`src/rtl/execute_muldiv_stage.sv`:
```
// execute_muldiv_stage: RV32M multiply/divide extension of the EX stage. It also owns the
// EX/MEM pipeline register that feeds memory_cycle.
//   - MUL/MULH/MULHSU/MULHU finish combinationally, with the same latency as a base ALU op.
//   - DIV/DIVU/REM/REMU use an iterative radix-2 restoring divider (IDLE -> RUN -> DONE).
//     While it is busy, stall_o is held high for 33 cycles.
//   - Divide by zero and signed overflow finish in IDLE and do not stall.
// Optional build macro: DIV_EARLY_OUT_EN. When it is defined, a divide whose |A| < |B|
// also finishes in IDLE with no stall.
// Ports:
//   clk, rst            clock, asynchronous active-low reset
//   *E inputs           ID/EX control and data, forwarded operands SrcAE/SrcBE
//   MulDivE, MulDivOpE  RV32M select and funct3
//   FlushE, MemStallM   kill the EX instruction / hold EX/MEM
//   *M outputs          EX/MEM register contents
//   stall_o             freeze IF/ID/EX (divider busy or memory wait)
module execute_muldiv_stage #(
  parameter int unsigned XLEN      = 32,
  parameter int unsigned DIV_CNT_W = 5
) (
  input  logic            clk,
  input  logic            rst,
  input  logic            RegWriteE,
  input  logic            MemWriteE,
  input  logic            ResultSrcE,
  input  logic [4:0]      RD_E,
  input  logic [XLEN-1:0] PCPlus4E,
  input  logic [XLEN-1:0] WriteDataE,
  input  logic [XLEN-1:0] ALU_ResultE,
  input  logic [XLEN-1:0] SrcAE,
  input  logic [XLEN-1:0] SrcBE,
  input  logic            MulDivE,
  input  logic [2:0]      MulDivOpE,
  input  logic            FlushE,
  input  logic            MemStallM,
  output logic            RegWriteM,
  output logic            MemWriteM,
  output logic            ResultSrcM,
  output logic [4:0]      RD_M,
  output logic [XLEN-1:0] PCPlus4M,
  output logic [XLEN-1:0] WriteDataM,
  output logic [XLEN-1:0] ALU_ResultM,
  output logic            stall_o
);

  localparam logic [DIV_CNT_W-1:0] CntMax = DIV_CNT_W'(XLEN - 1);

  typedef enum logic [1:0] {StIdle, StRun, StDone} div_state_e;

  div_state_e          state_q, state_d;
  logic [DIV_CNT_W-1:0] cnt_q, cnt_d;
  logic [XLEN-1:0]     quo_q, quo_d, rem_q, rem_d, dvs_q, dvs_d;
  logic                neg_quo_q, neg_quo_d, neg_rem_q, neg_rem_d, is_rem_q, is_rem_d;

  logic                regwrite_q, regwrite_d, memwrite_q, memwrite_d, resultsrc_q, resultsrc_d;
  logic [4:0]          rd_q, rd_d;
  logic [XLEN-1:0]     pcplus4_q, pcplus4_d, wdata_q, wdata_d, result_q, result_d;

  // ---------------- multiply ----------------
  logic                 a_signed, b_signed;
  logic [2*XLEN+1:0]    a_ext, b_ext, prod;
  logic [XLEN-1:0]      mul_res;
  logic                 unused_prod;

  assign a_signed = (MulDivOpE == 3'd1) || (MulDivOpE == 3'd2);
  assign b_signed = (MulDivOpE == 3'd1);
  assign a_ext    = {{(XLEN+2){a_signed & SrcAE[XLEN-1]}}, SrcAE};
  assign b_ext    = {{(XLEN+2){b_signed & SrcBE[XLEN-1]}}, SrcBE};
  assign prod     = a_ext * b_ext;
  assign mul_res  = (MulDivOpE[1:0] == 2'd0) ? prod[XLEN-1:0] : prod[2*XLEN-1:XLEN];
  assign unused_prod = ^prod[2*XLEN+1:2*XLEN];

  // ---------------- divide operand prep ----------------
  logic            div_op, div_signed, op_is_rem;
  logic [XLEN-1:0] abs_a, abs_b;
  logic            special_hit;
  logic [XLEN-1:0] special_res;

  assign div_op     = MulDivE & MulDivOpE[2];
  assign div_signed = ~MulDivOpE[0];
  assign op_is_rem  = MulDivOpE[1];
  assign abs_a      = (div_signed && SrcAE[XLEN-1]) ? -SrcAE : SrcAE;
  assign abs_b      = (div_signed && SrcBE[XLEN-1]) ? -SrcBE : SrcBE;

  // Cases that resolve in IDLE without starting the iteration.
  always_comb begin
    special_hit = 1'b0;
    special_res = '0;
    if (SrcBE == '0) begin
      special_hit = 1'b1;
      special_res = op_is_rem ? SrcAE : '1;
    end else if (div_signed && SrcAE == {1'b1, {(XLEN-1){1'b0}}} && SrcBE == '1) begin
      special_hit = 1'b1;
      special_res = op_is_rem ? '0 : SrcAE;
    end
`ifdef DIV_EARLY_OUT_EN
    else if (abs_a < abs_b) begin
      special_hit = 1'b1;
      special_res = op_is_rem ? SrcAE : '0;
    end
`else
`endif
  end

  // ---------------- divider FSM ----------------
  logic [XLEN:0]   shifted, diff;
  logic            div_busy;
  logic [XLEN-1:0] div_final, div_res;

  assign shifted = {rem_q, quo_q[XLEN-1]};
  assign diff    = shifted - {1'b0, dvs_q};

  always_comb begin
    state_d   = state_q;
    cnt_d     = cnt_q;
    quo_d     = quo_q;
    rem_d     = rem_q;
    dvs_d     = dvs_q;
    neg_quo_d = neg_quo_q;
    neg_rem_d = neg_rem_q;
    is_rem_d  = is_rem_q;
    div_busy  = 1'b0;
    unique case (state_q)
      StIdle: begin
        if (div_op && !FlushE && !special_hit) begin
          div_busy  = 1'b1;
          state_d   = StRun;
          cnt_d     = '0;
          quo_d     = abs_a;
          rem_d     = '0;
          dvs_d     = abs_b;
          neg_quo_d = div_signed & (SrcAE[XLEN-1] ^ SrcBE[XLEN-1]);
          neg_rem_d = div_signed & SrcAE[XLEN-1];
          is_rem_d  = op_is_rem;
        end
      end
      StRun: begin
        div_busy = 1'b1;
        // Restoring step: keep the trial difference only when it did not borrow.
        if (!diff[XLEN]) begin
          rem_d = diff[XLEN-1:0];
          quo_d = {quo_q[XLEN-2:0], 1'b1};
        end else begin
          rem_d = shifted[XLEN-1:0];
          quo_d = {quo_q[XLEN-2:0], 1'b0};
        end
        cnt_d = cnt_q + 1'b1;
        if (cnt_q == CntMax) state_d = StDone;
      end
      StDone: begin
        if (!MemStallM) state_d = StIdle;
      end
      default: state_d = StIdle;
    endcase
    // A flush always wins so the killed divide can never leak a result later.
    if (FlushE) state_d = StIdle;
  end

  assign div_final = is_rem_q ? (neg_rem_q ? -rem_q : rem_q) : (neg_quo_q ? -quo_q : quo_q);
  assign div_res   = (state_q == StDone) ? div_final : special_res;
  // While reset is held the FSM is IDLE, so a pending divide must not report busy.
  assign stall_o   = (div_busy & rst) | MemStallM;

  // ---------------- EX/MEM register ----------------
  logic [XLEN-1:0] ex_result;

  assign ex_result = !MulDivE ? ALU_ResultE : (MulDivOpE[2] ? div_res : mul_res);

  always_comb begin
    regwrite_d  = regwrite_q;
    memwrite_d  = memwrite_q;
    resultsrc_d = resultsrc_q;
    rd_d        = rd_q;
    pcplus4_d   = pcplus4_q;
    wdata_d     = wdata_q;
    result_d    = result_q;
    if (MemStallM) begin
      // hold
    end else if (FlushE || div_busy) begin
      regwrite_d  = 1'b0;
      memwrite_d  = 1'b0;
      resultsrc_d = 1'b0;
      rd_d        = '0;
      pcplus4_d   = '0;
      wdata_d     = '0;
      result_d    = '0;
    end else begin
      regwrite_d  = RegWriteE;
      memwrite_d  = MemWriteE;
      resultsrc_d = ResultSrcE;
      rd_d        = RD_E;
      pcplus4_d   = PCPlus4E;
      wdata_d     = WriteDataE;
      result_d    = ex_result;
    end
  end

  always_ff @(posedge clk or negedge rst) begin
    if (!rst) begin
      state_q     <= StIdle;
      cnt_q       <= '0;
      quo_q       <= '0;
      rem_q       <= '0;
      dvs_q       <= '0;
      neg_quo_q   <= 1'b0;
      neg_rem_q   <= 1'b0;
      is_rem_q    <= 1'b0;
      regwrite_q  <= 1'b0;
      memwrite_q  <= 1'b0;
      resultsrc_q <= 1'b0;
      rd_q        <= '0;
      pcplus4_q   <= '0;
      wdata_q     <= '0;
      result_q    <= '0;
    end else begin
      state_q     <= state_d;
      cnt_q       <= cnt_d;
      quo_q       <= quo_d;
      rem_q       <= rem_d;
      dvs_q       <= dvs_d;
      neg_quo_q   <= neg_quo_d;
      neg_rem_q   <= neg_rem_d;
      is_rem_q    <= is_rem_d;
      regwrite_q  <= regwrite_d;
      memwrite_q  <= memwrite_d;
      resultsrc_q <= resultsrc_d;
      rd_q        <= rd_d;
      pcplus4_q   <= pcplus4_d;
      wdata_q     <= wdata_d;
      result_q    <= result_d;
    end
  end

  assign RegWriteM   = regwrite_q;
  assign MemWriteM   = memwrite_q;
  assign ResultSrcM  = resultsrc_q;
  assign RD_M        = rd_q;
  assign PCPlus4M    = pcplus4_q;
  assign WriteDataM  = wdata_q;
  assign ALU_ResultM = result_q;

endmodule

```
`config.mk`:
```
export PLATFORM = sky130hd
export DESIGN_NAME = execute_muldiv_stage
export DESIGN_NICKNAME = d
export VERILOG_FILES = /design/src/rtl/execute_muldiv_stage.sv
export SDC_FILE = /design/constraint.sdc
export NUM_CORES = 2
export LEC_CHECK = 0
export ABC_CLOCK_PERIOD_IN_PS = 9400
export CELL_PAD_IN_SITES_DETAIL_PLACEMENT = 0
export CELL_PAD_IN_SITES_GLOBAL_PLACEMENT = 1
export CORE_ASPECT_RATIO = 2
export CORE_UTILIZATION = 53
export CTS_BUF_LIST = sky130_fd_sc_hd__clkbuf_4 sky130_fd_sc_hd__clkbuf_8
export CTS_CLUSTER_SIZE = 12
export DETAILED_ROUTE_END_ITERATION = 12
export GPL_TIMING_DRIVEN = 0
export PLACE_DENSITY = 0.93
export SLEW_MARGIN = 20
export SYNTH_ARGS = -nofsm -noshare
export SYNTH_HDL_FRONTEND = slang
export SYNTH_SLANG_ARGS = --single-unit
```
`constraint.sdc`:
```
create_clock -name clk -period 9.4 [get_ports clk]
set_clock_uncertainty 0.2 [all_clocks]
set_input_delay 1.88 -clock clk [delete_from_list [all_inputs] [get_ports clk]]
set_output_delay 1.88 -clock clk [all_outputs]
set_load 0.01 [all_outputs]
```
==> results of run 1 <==
metrics by stage:
step / hold WS [ns] / util, %
2_1_floorplan: 0.250 / -
3_3_place_gp: 0.268 / 57.7
4_1_cts: 0.302 / 61.6
3_5_place_dp: 0.285 / 57.8
timing repair:
action	4_1_cts
buffers inserted	120
gates cloned	1
setup endpoints to repair	32
resized for setup	813
pin swaps	139
per-layer routing:
metal  GRT overflow  GRT usage [%]
met5              0           3.57
met2             11           85.7
met1              0           54.5
met4              8           62.4
met3              0           28.4
synth_stat cells, types with 17 or more instances:
cell type | count | area [µm²]
sky130_fd_sc_hd__or3_1 | 18 | 113
sky130_fd_sc_hd__nand2_1 | 952 | 3570
sky130_fd_sc_hd__and3_1 | 20 | 125
sky130_fd_sc_hd__clkbuf_1 | 288 | 1080
sky130_fd_sc_hd__xor2_1 | 105 | 920
sky130_fd_sc_hd__nand4_1 | 25 | 156
sky130_fd_sc_hd__o21ai_0 | 201 | 1010
sky130_fd_sc_hd__dfrtp_1 | 210 | 5260
sky130_fd_sc_hd__buf_1 | 85 | 319
sky130_fd_sc_hd__o211ai_1 | 42 | 315
sky130_fd_sc_hd__a31oi_1 | 33 | 206
sky130_fd_sc_hd__a221oi_1 | 17 | 149
sky130_fd_sc_hd__nor3_1 | 45 | 225
sky130_fd_sc_hd__nand2b_1 | 23 | 144
sky130_fd_sc_hd__a22o_1 | 74 | 648
sky130_fd_sc_hd__xnor2_1 | 108 | 946
sky130_fd_sc_hd__o31ai_1 | 33 | 248
sky130_fd_sc_hd__inv_1 | 1230 | 4620
sky130_fd_sc_hd__nor2_1 | 163 | 612
sky130_fd_sc_hd__fa_1 | 1126 | 22500
sky130_fd_sc_hd__and2_1 | 314 | 1960
sky130_fd_sc_hd__ha_1 | 252 | 3150
sky130_fd_sc_hd__a221o_1 | 17 | 170
sky130_fd_sc_hd__a21oi_1 | 155 | 776
sky130_fd_sc_hd__a211oi_1 | 17 | 128
sky130_fd_sc_hd__nand3_1 | 29 | 145
sky130_fd_sc_hd__a21o_1 | 51 | 383
logic make-up after synthesis:
group | Yosys count | share of synthesized area [%]
flip-flops | 210 | 10.1
adder cells (fa/ha/maj) | 1378 | 49.5
AND/OR/NAND/NOR | 1676 | 14.8
XOR/XNOR | 213 | 3.59
multiplexers | 9 | 0.173
buffers and inverters | 1619 | 11.7
AO/OA/AOI/OAI | 786 | 10.0
==> impl_summary.txt, run 1 <==
----------------------------------------------------
[Run status]
  Run status ... did not finish
  Failed at ... global routing (5_1_grt)
  Stop err ... [ERROR GRT-0116] Global routing finished with congestion. Check the congestion regions in the DRC Viewer.

[Global routing]
  Global-route wire length before repair ... 397000 µm
  Vias in the first global route ... 53800
  Pin count of the biggest net entering global routing ... 100
  Total global-route track usage ... 57.4%
  GR Overflow Total ... 19

[Placed design]
  Buffers added on ports ... 240
  Post-placement cell area ... 0.0562 mm²
  Worst slack at placement ... -3.17 ns
  Post-Place Cells ... 7364
  Dpl hpwl ... 202000 µm
  Final weighted congestion of routability-driven global placement ... 1.12

[CTS]
  Number of sinks driven by the clock tree ... 210
  Clock Path Buffers ... 3
  Quantity of hold-fixing buffers added after cts ... 0
  TritonCTS Buffers ... 29
  H-Tree Depth ... 1
  CTS root buf ... sky130_fd_sc_hd__clkbuf_8

[Logic synthesis]
  Syn Nets ... 7445
  Yosys synthesis warning count ... 0
  Post-Synthesis Mean Instance Area ... 8.82 µm²
  Sequential cell area fraction in the yosys report ... 10.1%
  Main flop type after synthesis ... sky130_fd_sc_hd__dfrtp_1
  Synthesized flop and latch total ... 210
  Share of flip-flops with an asynchronous set or reset after synthesis ... 100%
  Cell count after synthesis ... 5891
  Netlist area before placement ... 0.0519 mm²
  Yosys cell types ... 81
  Number of enable-type register cells in the synthesized netlist ... 0

[Die]
  Initial Utilization ... 53.4%
  Number of core rows ... 162
  Number of placed I/O pins ... 281
  Vert. Die Dim ... 445 µm
  Die width ... 223 µm

----------------------------------------------------
==> run 2: changes to the inputs <==
==> config.mk (replaced) <==
export PLATFORM = sky130hd
export DESIGN_NAME = execute_muldiv_stage
export DESIGN_NICKNAME = d
export VERILOG_FILES = /design/src/rtl/execute_muldiv_stage.sv
export SDC_FILE = /design/constraint.sdc
export NUM_CORES = 2
export LEC_CHECK = 0
export ABC_CLOCK_PERIOD_IN_PS = 9400
export CORE_UTILIZATION = 39
export DETAILED_ROUTE_END_ITERATION = 12
export GPL_TIMING_DRIVEN = 0
export PLACE_DENSITY_LB_ADDON = 0.15
export SLEW_MARGIN = 20
export SYNTH_ARGS = -nofsm -noshare
export SYNTH_HDL_FRONTEND = slang
export SYNTH_SLANG_ARGS = --single-unit
==> run 2 against run 1 <==
  * Synthesized cell count did not move
  * The flow now finishes, with violations (negative setup slack)
  * Area after synthesis did not move
==> impl_summary.txt, run 2 <==
----------------------------------------------------
[Cells and area]
  Area Overhead vs Synth ... 20.0%
  Commonest non-fill, non-tap cell in the layout ... sky130_fd_sc_hd__inv_1
  Final standard cell area without fillers ... 0.0623 mm²
  Ratio of cells with drive above 1 in the final layout ... 12.5%
  Post-layout net count ... 7870
  Post-layout utilization of the core ... 47.3%
  Commonest cells after routing, fill and taps aside ... sky130_fd_sc_hd__inv_1 (1197), sky130_fd_sc_hd__fa_1 (1062), sky130_fd_sc_hd__nand2_1 (943), sky130_fd_sc_hd__and2_1 (309), sky130_fd_sc_hd__ha_1 (218)
  Number of standard cells in the final layout excluding fillers ... 8096

[Placed design]
  Dpl hpwl ... 187000 µm (-7.4%)
  Post-placement cell area ... 0.0569 mm² (+1.2%)
  Final weighted congestion of routability-driven global placement ... 1.03 (-8.0%)
  Post-Place Cells ... 7890 (+7.1%)
  Buffers added on ports ... 240 (unchanged)

[Run status]
  Failing checks ... negative setup slack
  Run status ... finished with violations

[STA]
  Final setup slack of the worst path ... -0.402 ns
  Post-layout minimum cycle time ... 9.80 ns
  RSZ-0062 raised after global routing ... yes
  Relative slew slack ... 30.4%
  Total count of max-transition violations in the final report ... 0
  Hold Vio Cnt, Final ... 0
  Worst slew pin tran ... 1.04 ns
  Max Clock Freq ... 0.102 GHz
  Sum of negative setup slack ... -2.86 ns
  Final setup violation count ... 15
  Period utilization ... 104%

[Logic synthesis]
  Share of flip-flops with an asynchronous set or reset after synthesis ... 100% (unchanged)
  Cell type with the largest total area after synthesis ... sky130_fd_sc_hd__fa_1
  Yosys cell types ... 81 (unchanged)
  Syn Nets ... 7445 (unchanged)
  Yosys synthesis warning count ... 0 (unchanged)
  Netlist area before placement ... 0.0519 mm² (unchanged)
  Post-Synthesis Mean Instance Area ... 8.82 µm² (unchanged)
  Sequential cell area fraction in the yosys report ... 10.1% (unchanged)
  Main flop type after synthesis ... sky130_fd_sc_hd__dfrtp_1
  Top post-synthesis cells by count ... sky130_fd_sc_hd__inv_1 (1230), sky130_fd_sc_hd__fa_1 (1126), sky130_fd_sc_hd__nand2_1 (952)
  Portion of synthesized cell area occupied by the leading cell type ... 43.4% (unchanged)
  Number of enable-type register cells in the synthesized netlist ... 0 (unchanged)
  Synthesized flop and latch total ... 210 (unchanged)
  Synth top area cells ... sky130_fd_sc_hd__fa_1 (43%), sky130_fd_sc_hd__dfrtp_1 (10%), sky130_fd_sc_hd__inv_1 (8.9%)
  Library cell with the highest instance count after synthesis ... sky130_fd_sc_hd__inv_1
  Cell count after synthesis ... 5891 (unchanged)

[Drt]
  Number of DRC markers in iteration 0 ... 4359
  Detailed-route wire length per cell ... 28.7 µm
  Final wirelength ... 232000 µm
  Final ANT Viol Nets ... 0
  Remaining routing DRC violations ... 0
  Count of vias placed by the detailed router ... 44900
  Via count normalized by instance count ... 5.55
  Drt first pass iters ... 5

[Critical path]
  Arrival time of data at the critical path endpoint ... 10.03 ns
  Cell occurring most often along the worst timing path ... sky130_fd_sc_hd__fa_1
  Family with the most delay on the worst path ... adder cells
  Required time of the critical path ... 9.63 ns
  Slowest cell on the critical path ... sky130_fd_sc_hd__fa_1
  Classification of the worst setup path ... primary input to flip-flop
  Biggest fanout along the worst timing path ... 7
  Critical path capture point type ... flip-flop
  Nature of the critical path startpoint ... primary input
  Buf+Inv Stages, Crit Path ... 9
  Maximum single-stage delay on the critical path ... 0.60 ns

[CTS]
  H-Tree Depth ... 1 (unchanged)
  Clock slew at reported path FFs ... 0.06 ns
  Quantity of hold-fixing buffers added after cts ... 0 (unchanged)
  CTS root buf ... sky130_fd_sc_hd__clkbuf_16
  Latest clock arrival within the worst-skew pair ... 0.56 ns
  TritonCTS clock tree ... built
  Clock Path Buffers ... 3 (unchanged)
  TritonCTS Buffers ... 24 (-17%)
  Number of sinks driven by the clock tree ... 210 (unchanged)

[Die]
  Die width ... 367 µm (+64%)
  Number of core rows ... 133 (-18%)
  Initial Utilization ... 39.4% (-14 points)
  Floorplan die area ... 0.135 mm²
  Vert. Die Dim ... 367 µm (-17%)
  Number of placed I/O pins ... 281 (unchanged)
  Core footprint ... 0.132 mm²

[Global routing]
  Initial antenna violation count ... 30
  Pin count of the biggest net entering global routing ... 78
  Vias in the first global route ... 46300
  Total global-route track usage ... 34.5%
  Global-route wire length before repair ... 334000 µm
  GR Overflow Total ... 0

[Hold path]
  HP Class ... flip-flop to flip-flop

[Run]
  Maximum Capacitance Violations ... 0

----------------------------------------------------
==> run 2: cell counts after synthesis <==
Identical to the previous run, type by type.
==> run 2: through the flow <==
stage | worst slack, ns | hold slack (ns)
global route | -0.583 | 0.321
finish | -0.402 | 0.295
detailed placement | -3.87 | 0.279
global placement | -3.91 | 0.269
CTS | -0.528 | 0.294
floorplan | -0.447 | 0.250
==> run 2: final timing paths <==
path | from | end | slack [ns] | depth (start not counted)
setup reg to reg | quo_q[31] | rem_q[31] | 4.06 | 15
setup / recovery | MulDivOpE[1] | ALU_ResultM[31] | -0.40 | 32
min in group asynchronous | rst | dvs_q[12] | 1.06 | 1
max in group asynchronous | rst | ALU_ResultM[13] | 6.74 | 3
hold reg to reg | cnt_q[3] | cnt_q[3] | 0.30 | 1
hold / removal | cnt_q[3] | cnt_q[3] | 0.30 | 1
==> run 2: timing repair <==
item | in CTS | in global routing
pin swaps | 167 | 117
resized for setup | 982 | 242
setup buffers | 149 | 29
gates cloned | 2 | 0
endpoints found under the setup margin | 32 | 32
==> run 2: cells by family (layout without fill, tap and decap cells) <==
kind of cell	count (synthesis)	in the layout	share of synthesized area, %
and+or+nand+nor	1676	1676	14.8
buffers and inverters	1619	2062	11.7
adders and majority gates	1378	1378	49.5
AOI/OAI and AO/OA	786	786	10.0
xor gates and xnor gates	213	213	3.59
DFF	210	210	10.1
muxes	9	9	0.173
other	0	7	0
==> run 2: routing by layer <==
layer,GRT usage [%],up-vias,part of all wire (%)
met4,16.6,18,5.9
met3,7.49,519,10
met1,46.7,23100,40
li1,-,18800,-
met5,0,-,0.054
met2,52.3,2472,43
==> run 2: layout make-up <==
class                           instances  area (µm²)
Buffer                                367        3450
Timing Repair Buffer                  421        4020
Inverter                             1230        4640
Clock buffer                           29         649
Multi-Input combinational cell       4062       41900
Sequential cell                       210        5260
Tap cell                             1755        2200
Fill cell                           12800       69500
Antenna cell                            7        17.5
Clock inverter                         15         160
Power of run 2 is not shown: default switching activity piles up to over one toggle a cycle in this logic, so the estimate is an artifact.
